`src/rtl/multicycle_pkg.sv`:
```
// Shared types, select encodings and RV32I opcodes for the multicycle sequencer.
package multicycle_pkg;

   typedef enum logic [3:0] {
      S_FETCH    = 4'd0,
      S_DECODE   = 4'd1,
      S_MEMADR   = 4'd2,
      S_MEMREAD  = 4'd3,
      S_MEMWRITE = 4'd4,
      S_MEMWB    = 4'd5,
      S_EXECR    = 4'd6,
      S_EXECI    = 4'd7,
      S_ALUWB    = 4'd8,
      S_JAL      = 4'd9,
      S_JALR     = 4'd10,
      S_JALR2    = 4'd11,
      S_BRANCH   = 4'd12,
      S_LUI      = 4'd13,
      S_AUIPC    = 4'd14
   } state_t;

   typedef enum logic [3:0] {
      ALU_ADD  = 4'd0,
      ALU_SUB  = 4'd1,
      ALU_AND  = 4'd2,
      ALU_OR   = 4'd3,
      ALU_XOR  = 4'd4,
      ALU_SLT  = 4'd5,
      ALU_SLL  = 4'd6,
      ALU_SRL  = 4'd7,
      ALU_SRA  = 4'd8,
      ALU_SLTU = 4'd9
   } alu_op_t;

   typedef enum logic [3:0] {
      IMM_I = 4'd0,
      IMM_S = 4'd1,
      IMM_B = 4'd2,
      IMM_J = 4'd3,
      IMM_U = 4'd4
   } imm_src_t;

   localparam logic [1:0] RES_ALUOUT    = 2'b00;
   localparam logic [1:0] RES_DATA      = 2'b01;
   localparam logic [1:0] RES_ALURESULT = 2'b10;

   localparam logic [1:0] SRCA_PC    = 2'b00;
   localparam logic [1:0] SRCA_OLDPC = 2'b01;
   localparam logic [1:0] SRCA_RS1   = 2'b10;
   localparam logic [1:0] SRCA_ZERO  = 2'b11;

   localparam logic [1:0] SRCB_RS2  = 2'b00;
   localparam logic [1:0] SRCB_IMM  = 2'b01;
   localparam logic [1:0] SRCB_FOUR = 2'b10;

   localparam logic [1:0] MEM_WORD = 2'b00;
   localparam logic [1:0] MEM_HALF = 2'b01;
   localparam logic [1:0] MEM_BYTE = 2'b10;

   localparam logic [6:0] OP_LOAD   = 7'b0000011;
   localparam logic [6:0] OP_STORE  = 7'b0100011;
   localparam logic [6:0] OP_R      = 7'b0110011;
   localparam logic [6:0] OP_I      = 7'b0010011;
   localparam logic [6:0] OP_JAL    = 7'b1101111;
   localparam logic [6:0] OP_JALR   = 7'b1100111;
   localparam logic [6:0] OP_BRANCH = 7'b1100011;
   localparam logic [6:0] OP_LUI    = 7'b0110111;
   localparam logic [6:0] OP_AUIPC  = 7'b0010111;

   // Immediate format follows the opcode alone; R-type and unknown ops fall back to I.
   function automatic imm_src_t imm_src_of(input logic [6:0] op);
      case (op)
         OP_STORE:          return IMM_S;
         OP_BRANCH:         return IMM_B;
         OP_JAL:            return IMM_J;
         OP_LUI, OP_AUIPC:  return IMM_U;
         default:           return IMM_I;
      endcase
   endfunction

   function automatic logic [1:0] mem_mode_of(input logic [1:0] f3_lo);
      case (f3_lo)
         2'b00:   return MEM_BYTE;
         2'b01:   return MEM_HALF;
         default: return MEM_WORD;
      endcase
   endfunction

endpackage

```
`src/rtl/multicycle_ctrl_alu_decoder.sv`:
```
// ALU operation decode from funct fields; outside the execute phases it yields ADD.
module alu_decoder
   import multicycle_pkg::*;
(
   input  logic [6:0] op,
   input  logic [2:0] funct3,
   input  logic       funct7b5,
   input  logic       ExecPhase,
   output logic [3:0] ALUControl
);

   // funct7b5 only selects SUB for register-register ops, but picks SRA for both R and I shifts.
   always_comb begin
      ALUControl = ALU_ADD;
      if (ExecPhase) begin
         case (funct3)
            3'b000:  ALUControl = (op == OP_R && funct7b5) ? ALU_SUB : ALU_ADD;
            3'b001:  ALUControl = ALU_SLL;
            3'b010:  ALUControl = ALU_SLT;
            3'b011:  ALUControl = ALU_SLTU;
            3'b100:  ALUControl = ALU_XOR;
            3'b101:  ALUControl = funct7b5 ? ALU_SRA : ALU_SRL;
            3'b110:  ALUControl = ALU_OR;
            default: ALUControl = ALU_AND;
         endcase
      end
   end

endmodule

```
`src/rtl/multicycle_ctrl.sv`:
```
// Main Moore sequencer of the multicycle core.
//  state    | meaning
//  FETCH    | read instr at PC, PC <= PC+4, latch IR/OldPC
//  DECODE   | ALUOut <= OldPC+imm (branch/jal target)
//  MEMADR   | ALUOut <= rs1+imm
//  MEMREAD  | read data at ALUOut
//  MEMWRITE | write rs2 at ALUOut
//  MEMWB    | rd <= loaded data
//  EXECR    | ALUOut <= rs1 op rs2
//  EXECI    | ALUOut <= rs1 op imm
//  ALUWB    | rd <= ALUOut
//  JAL      | PC <= target, ALUOut <= OldPC+4
//  JALR     | PC <= rs1+imm
//  JALR2    | ALUOut <= OldPC+4
//  BRANCH   | compare rs1/rs2, PC <= target when taken
//  LUI      | ALUOut <= 0+imm
//  AUIPC    | ALUOut <= OldPC+imm
module multicycle_ctrl
   import multicycle_pkg::*;
(
   input  logic       clk,
   input  logic       reset,
   input  logic [6:0] op,
   input  logic [2:0] funct3,
   input  logic       funct7b5,
   input  logic       Zero,
   input  logic       Sign,
   output logic       PCWrite,
   output logic       AdrSrc,
   output logic       MemWrite,
   output logic       IRWrite,
   output logic       RegWrite,
   output logic [1:0] ResultSrc,
   output logic [1:0] ALUSrcA,
   output logic [1:0] ALUSrcB,
   output logic [3:0] ImmSrc,
   output logic [3:0] ALUControl,
   output logic [1:0] MemMode
);

   state_t     state_q, state_d;
   logic       exec_phase;
   logic       taken;
   logic [3:0] dec_alu;

   assign exec_phase = (state_q == S_EXECR) || (state_q == S_EXECI);
   assign ImmSrc     = imm_src_of(op);
   assign MemMode    = mem_mode_of(funct3[1:0]);

   alu_decoder u_alu_decoder (
      .op         (op),
      .funct3     (funct3),
      .funct7b5   (funct7b5),
      .ExecPhase  (exec_phase),
      .ALUControl (dec_alu)
   );

   // State register; reset lands in FETCH so the first edge after release fetches.
   always_ff @(posedge clk or posedge reset) begin
      if (reset) state_q <= S_FETCH;
      else       state_q <= state_d;
   end

   // Branch condition from the SUB flags; unsupported funct3 never branches.
   always_comb begin
      taken = 1'b0;
      case (funct3)
         3'b000:  taken = Zero;
         3'b001:  taken = ~Zero;
         3'b100:  taken = Sign;
         3'b101:  taken = ~Sign;
         default: taken = 1'b0;
      endcase
   end

   // Next-state sequencing.
   always_comb begin
      state_d = S_FETCH;
      case (state_q)
         S_FETCH:  state_d = S_DECODE;
         S_DECODE: begin
            case (op)
               OP_LOAD, OP_STORE: state_d = S_MEMADR;
               OP_R:              state_d = S_EXECR;
               OP_I:              state_d = S_EXECI;
               OP_JAL:            state_d = S_JAL;
               OP_JALR:           state_d = S_JALR;
               OP_BRANCH:         state_d = S_BRANCH;
               OP_LUI:            state_d = S_LUI;
               OP_AUIPC:          state_d = S_AUIPC;
               default:           state_d = S_FETCH;
            endcase
         end
         S_MEMADR:  state_d = (op == OP_STORE) ? S_MEMWRITE : S_MEMREAD;
         S_MEMREAD: state_d = S_MEMWB;
         S_JALR:    state_d = S_JALR2;
         S_EXECR, S_EXECI, S_JAL, S_JALR2, S_LUI, S_AUIPC: state_d = S_ALUWB;
         default:   state_d = S_FETCH;
      endcase
   end

   // Per-state datapath controls.
   always_comb begin
      PCWrite    = 1'b0;
      AdrSrc     = 1'b0;
      MemWrite   = 1'b0;
      IRWrite    = 1'b0;
      RegWrite   = 1'b0;
      ResultSrc  = RES_ALUOUT;
      ALUSrcA    = SRCA_PC;
      ALUSrcB    = SRCB_RS2;
      ALUControl = dec_alu;
      case (state_q)
         S_FETCH: begin
            IRWrite   = 1'b1;
            PCWrite   = 1'b1;
            ALUSrcB   = SRCB_FOUR;
            ResultSrc = RES_ALURESULT;
         end
         S_DECODE: begin
            ALUSrcA = SRCA_OLDPC;
            ALUSrcB = SRCB_IMM;
         end
         S_MEMADR: begin
            ALUSrcA = SRCA_RS1;
            ALUSrcB = SRCB_IMM;
         end
         S_MEMREAD:  AdrSrc = 1'b1;
         S_MEMWRITE: begin
            AdrSrc   = 1'b1;
            MemWrite = 1'b1;
         end
         S_MEMWB: begin
            ResultSrc = RES_DATA;
            RegWrite  = 1'b1;
         end
         S_EXECR:    ALUSrcA = SRCA_RS1;
         S_EXECI: begin
            ALUSrcA = SRCA_RS1;
            ALUSrcB = SRCB_IMM;
         end
         S_ALUWB:    RegWrite = 1'b1;
         S_JAL: begin
            ALUSrcA = SRCA_OLDPC;
            ALUSrcB = SRCB_FOUR;
            PCWrite = 1'b1;
         end
         S_JALR: begin
            ALUSrcA   = SRCA_RS1;
            ALUSrcB   = SRCB_IMM;
            ResultSrc = RES_ALURESULT;
            PCWrite   = 1'b1;
         end
         S_JALR2: begin
            ALUSrcA = SRCA_OLDPC;
            ALUSrcB = SRCB_FOUR;
         end
         S_BRANCH: begin
            ALUSrcA    = SRCA_RS1;
            ALUControl = ALU_SUB;
            PCWrite    = taken;
         end
         S_LUI: begin
            ALUSrcA = SRCA_ZERO;
            ALUSrcB = SRCB_IMM;
         end
         S_AUIPC: begin
            ALUSrcA = SRCA_OLDPC;
            ALUSrcB = SRCB_IMM;
         end
         default: ;
      endcase
   end

endmodule

```
`config.mk`:
```
export PLATFORM = sky130hd
export DESIGN_NAME = multicycle_ctrl
export DESIGN_NICKNAME = d
export VERILOG_FILES = /design/src/rtl/multicycle_pkg.sv /design/src/rtl/multicycle_ctrl_alu_decoder.sv /design/src/rtl/multicycle_ctrl.sv
export SDC_FILE = /design/constraint.sdc
export NUM_CORES = 1
export LEC_CHECK = 0
export CAP_MARGIN = 30
export CORE_MARGIN = 2
export CORE_UTILIZATION = 41
export CTS_CLUSTER_DIAMETER = 150
export CTS_CLUSTER_SIZE = 30
export DETAILED_ROUTE_END_ITERATION = 8
export HOLD_SLACK_MARGIN = 0.08
export PLACE_DENSITY = 0.82
export SYNTH_ARGS = -nofsm -noshare
export SYNTH_HDL_FRONTEND = slang
export SYNTH_SLANG_ARGS = --single-unit
```
`constraint.sdc`:
```
create_clock -name clk -period 1.8 [get_ports clk]
set_input_delay 0.36 -clock clk [delete_from_list [all_inputs] [get_ports clk]]
set_output_delay 0.36 -clock clk [all_outputs]
set_load 0.02 [all_outputs]
```
==> out/summary.txt <==
Status = complete, but fails checks
Failing checks = setup timing
DR iter-0 viols = 40
Largest family of logic cells by synthesized area = simple AND/OR/NAND/NOR gates
FF+latch count, synth = 4
FF+latch area = 100 µm²
Sequential share of the synthesized area = 12.8%
Filler Cell Count = 151
Detail Placement HPWL = 2090 µm
Io pins = 36
Routed vias/inst = 5.43
Grt total ovfl = 0
Die Width = 47.7 µm
Routability cong. = 0.819
Post-synth top flop = dfrtp_1
N_diodes = 0
Wire per inst = 14.5 µm
Compound-Gate Fraction of Synth Area = 24.2%
Wire length of the first global-routing pass = 4040 µm
Die area = 2280 µm²
Final Hold Fails = 0
Multi-input gate area = 657 µm²
Num CTS Buffers = 3
Placed Area = 1390 µm²
Row cnt = 15
Most frequent cell after synthesis = nor2_1
Top flop regs = state_q: 4 flops
Final setup vio count = 1
Top reg by flops = state_q
Initial antenna violation count = 0
Net count after synthesis = 131
EDFF count, synth = 0
Via count = 1134
Synth top area share = 12.8%
Post-synthesis adder-cell area fraction = 0%
Share of cells above drive strength 1 = 48.4%
TritonRoute pass-1 iters = 4
Area contributors post-synth = dfrtp_1 (13%), nor2_1 (7.2%), nor3_1 (5.7%), a21oi_1 (5.1%), o21ai_0 (5.1%)
Xor/xnor share of the synthesized area = 4.47%
Largest net degree at the start of global routing = 11
Final worst-path cycle share = 106%
Syn. warnings = 0
FMAX = 525 MHz
Synthesis-to-layout area growth = 81.3%
CP endpoint kind = primary output
Sink Count = 4
Clock-pin slew on the worst setup and hold paths = 0.04 ns
Post-synthesis mux area share = 3.99%
Hold WC Path Type = primary input to asynchronous set/reset pin
Routed WL = 3040 µm
Fin nets = 201
Leakage = 0.721 nW
Synth Area per Inst = 6.76 µm²
Min Tclk post-route = 1.90 ns
CTS max path bufs = 2
Worst-Skew Late Latency = 0.24 ns
Post-synth design cell area = 785 µm²
Starting Density = 44.5%
Clock Skew = 0.00590 ns
CTS tree = done
Crit path max fanout = 8
CP Class = register to primary output
FFs w/ async S/R, synth = 100%
Pwr per Cell Area = 879 nW/µm²
Post-Synth Simple-Gate Area = 41.6%
Final max-slew violation count = 0
Vias in the first global route = 976
R2R setup slack = 0.27 ns
Synth top cells by count = nor2_1 (15), nand2_1 (9), nor3_1 (9)
Data required time at the worst endpoint = 1.44 ns
RSZ-0062 raised after global routing = true
Yosys cell types = 45
Design Power = 1.25 mW
Yosys top cell by area = dfrtp_1
Post-route cell area = 1420 µm²
Antenna Violating Nets Remaining = 0
Max reg flops = 4
H-tree depth = 1
Cell count after synthesis = 116
IO Port Bufs = 34
Max Cap Violations = 0
VDD IR max = 0.000510 V
Clk root buf = clkbuf_4
DRC = 0
Core area = 1760 µm²
Post-route setup slack = -0.104 ns
WP data arrival = 1.54 ns
Die H = 47.7 µm
GRT Resource Usage Total = 24.2%
Startpoint types = register
layer usage:
| metal | vias to the layer above | global-route usage, % | routed length [µm] |
|---|---|---|---|
| met5 | - | 0 | 0 |
| met4 | 0 | 3.24 | 40 |
| met3 | 6 | 1.13 | 147 |
| met2 | 48 | 45.6 | 1560 |
| met1 | 529 | 30.7 | 1290 |
| li1 | 551 | - | - |
cells by family after synthesis:
kind of cell	count (synthesis)
XOR/XNOR	4
AND/OR/NAND/NOR	57
other	1
flip-flops	4
multiplexers	3
AO/OA/AOI/OAI	29
buffers and inverters	18
power by group:
group | leakage (nW) | internal, mW | switching, mW
Sequential | 0.0531 | 0.112 | 0.0176
Clock | 0.0138 | 0.0747 | 0.0381
Combinational | 0.654 | 0.463 | 0.544
final timing paths:
kind                       cells after the start  startpoint         end
min reg2reg                                    3  state_q[3]  state_q[3]
max reg2reg                                    7  state_q[3]  state_q[1]
max in group asynchronous                      2       reset  state_q[3]
min in group clk                               3  state_q[3]  state_q[3]
max                                            5  state_q[3]     PCWrite
min                                            2       reset  state_q[0]
per-stage QoR:
step           std cells  util (%)  setup TNS (ns)  setup slack [ns]  hold WS (ns)
4_1_cts              204      78.2          -0.208            -0.198         0.304
6_report             209      80.6          -0.104            -0.104         0.320
3_3_place_gp         201      78.7           -7.08            -0.791         0.541
3_5_place_dp         201      78.7           -8.03            -0.864         0.552
5_1_grt              209      80.6          -0.241            -0.140         0.336
2_1_floorplan        116         -         -0.0116           -0.0116         0.126
worst max-delay path, stage by stage (launching register included):
cell and delay, ns:
dfrtp_1 0.38, buf_6 0.14, or2_4 0.25, o31a_1 0.11
o31ai_2 0.23, buf_4 0.18
what timing repair did:
action | in CTS | in global routing
endpoints found under the setup margin | 22 | 13
buffers inserted | 0 | 5
hold endpoints to repair | 0 | 0
pin swaps | 5 | 8
hold buffers | 0 | 0
gates resized for setup | 102 | 27
layout by cell type (no fill, tap or decap), drive strengths merged, types with 4 or more instances in the layout:
cell type	instances
o21ai	8
nand2	9
clkbuf	7
a21oi	8
nor3	9
inv	4
dlygate4sd2	8
dfrtp	4
nor2	15
buf	62
final cells by class:
| class | count | area share, % |
|---|---|---|
| Clock buffer | 3 | 1.58 |
| Tap cell | 25 | 2.20 |
| Timing Repair Buffer | 79 | 41.8 |
| Multi-Input combinational cell | 94 | 46.2 |
| Inverter | 4 | 1.23 |
| Sequential cell | 4 | 7.04 |
(Power assumes the default switching activity.)
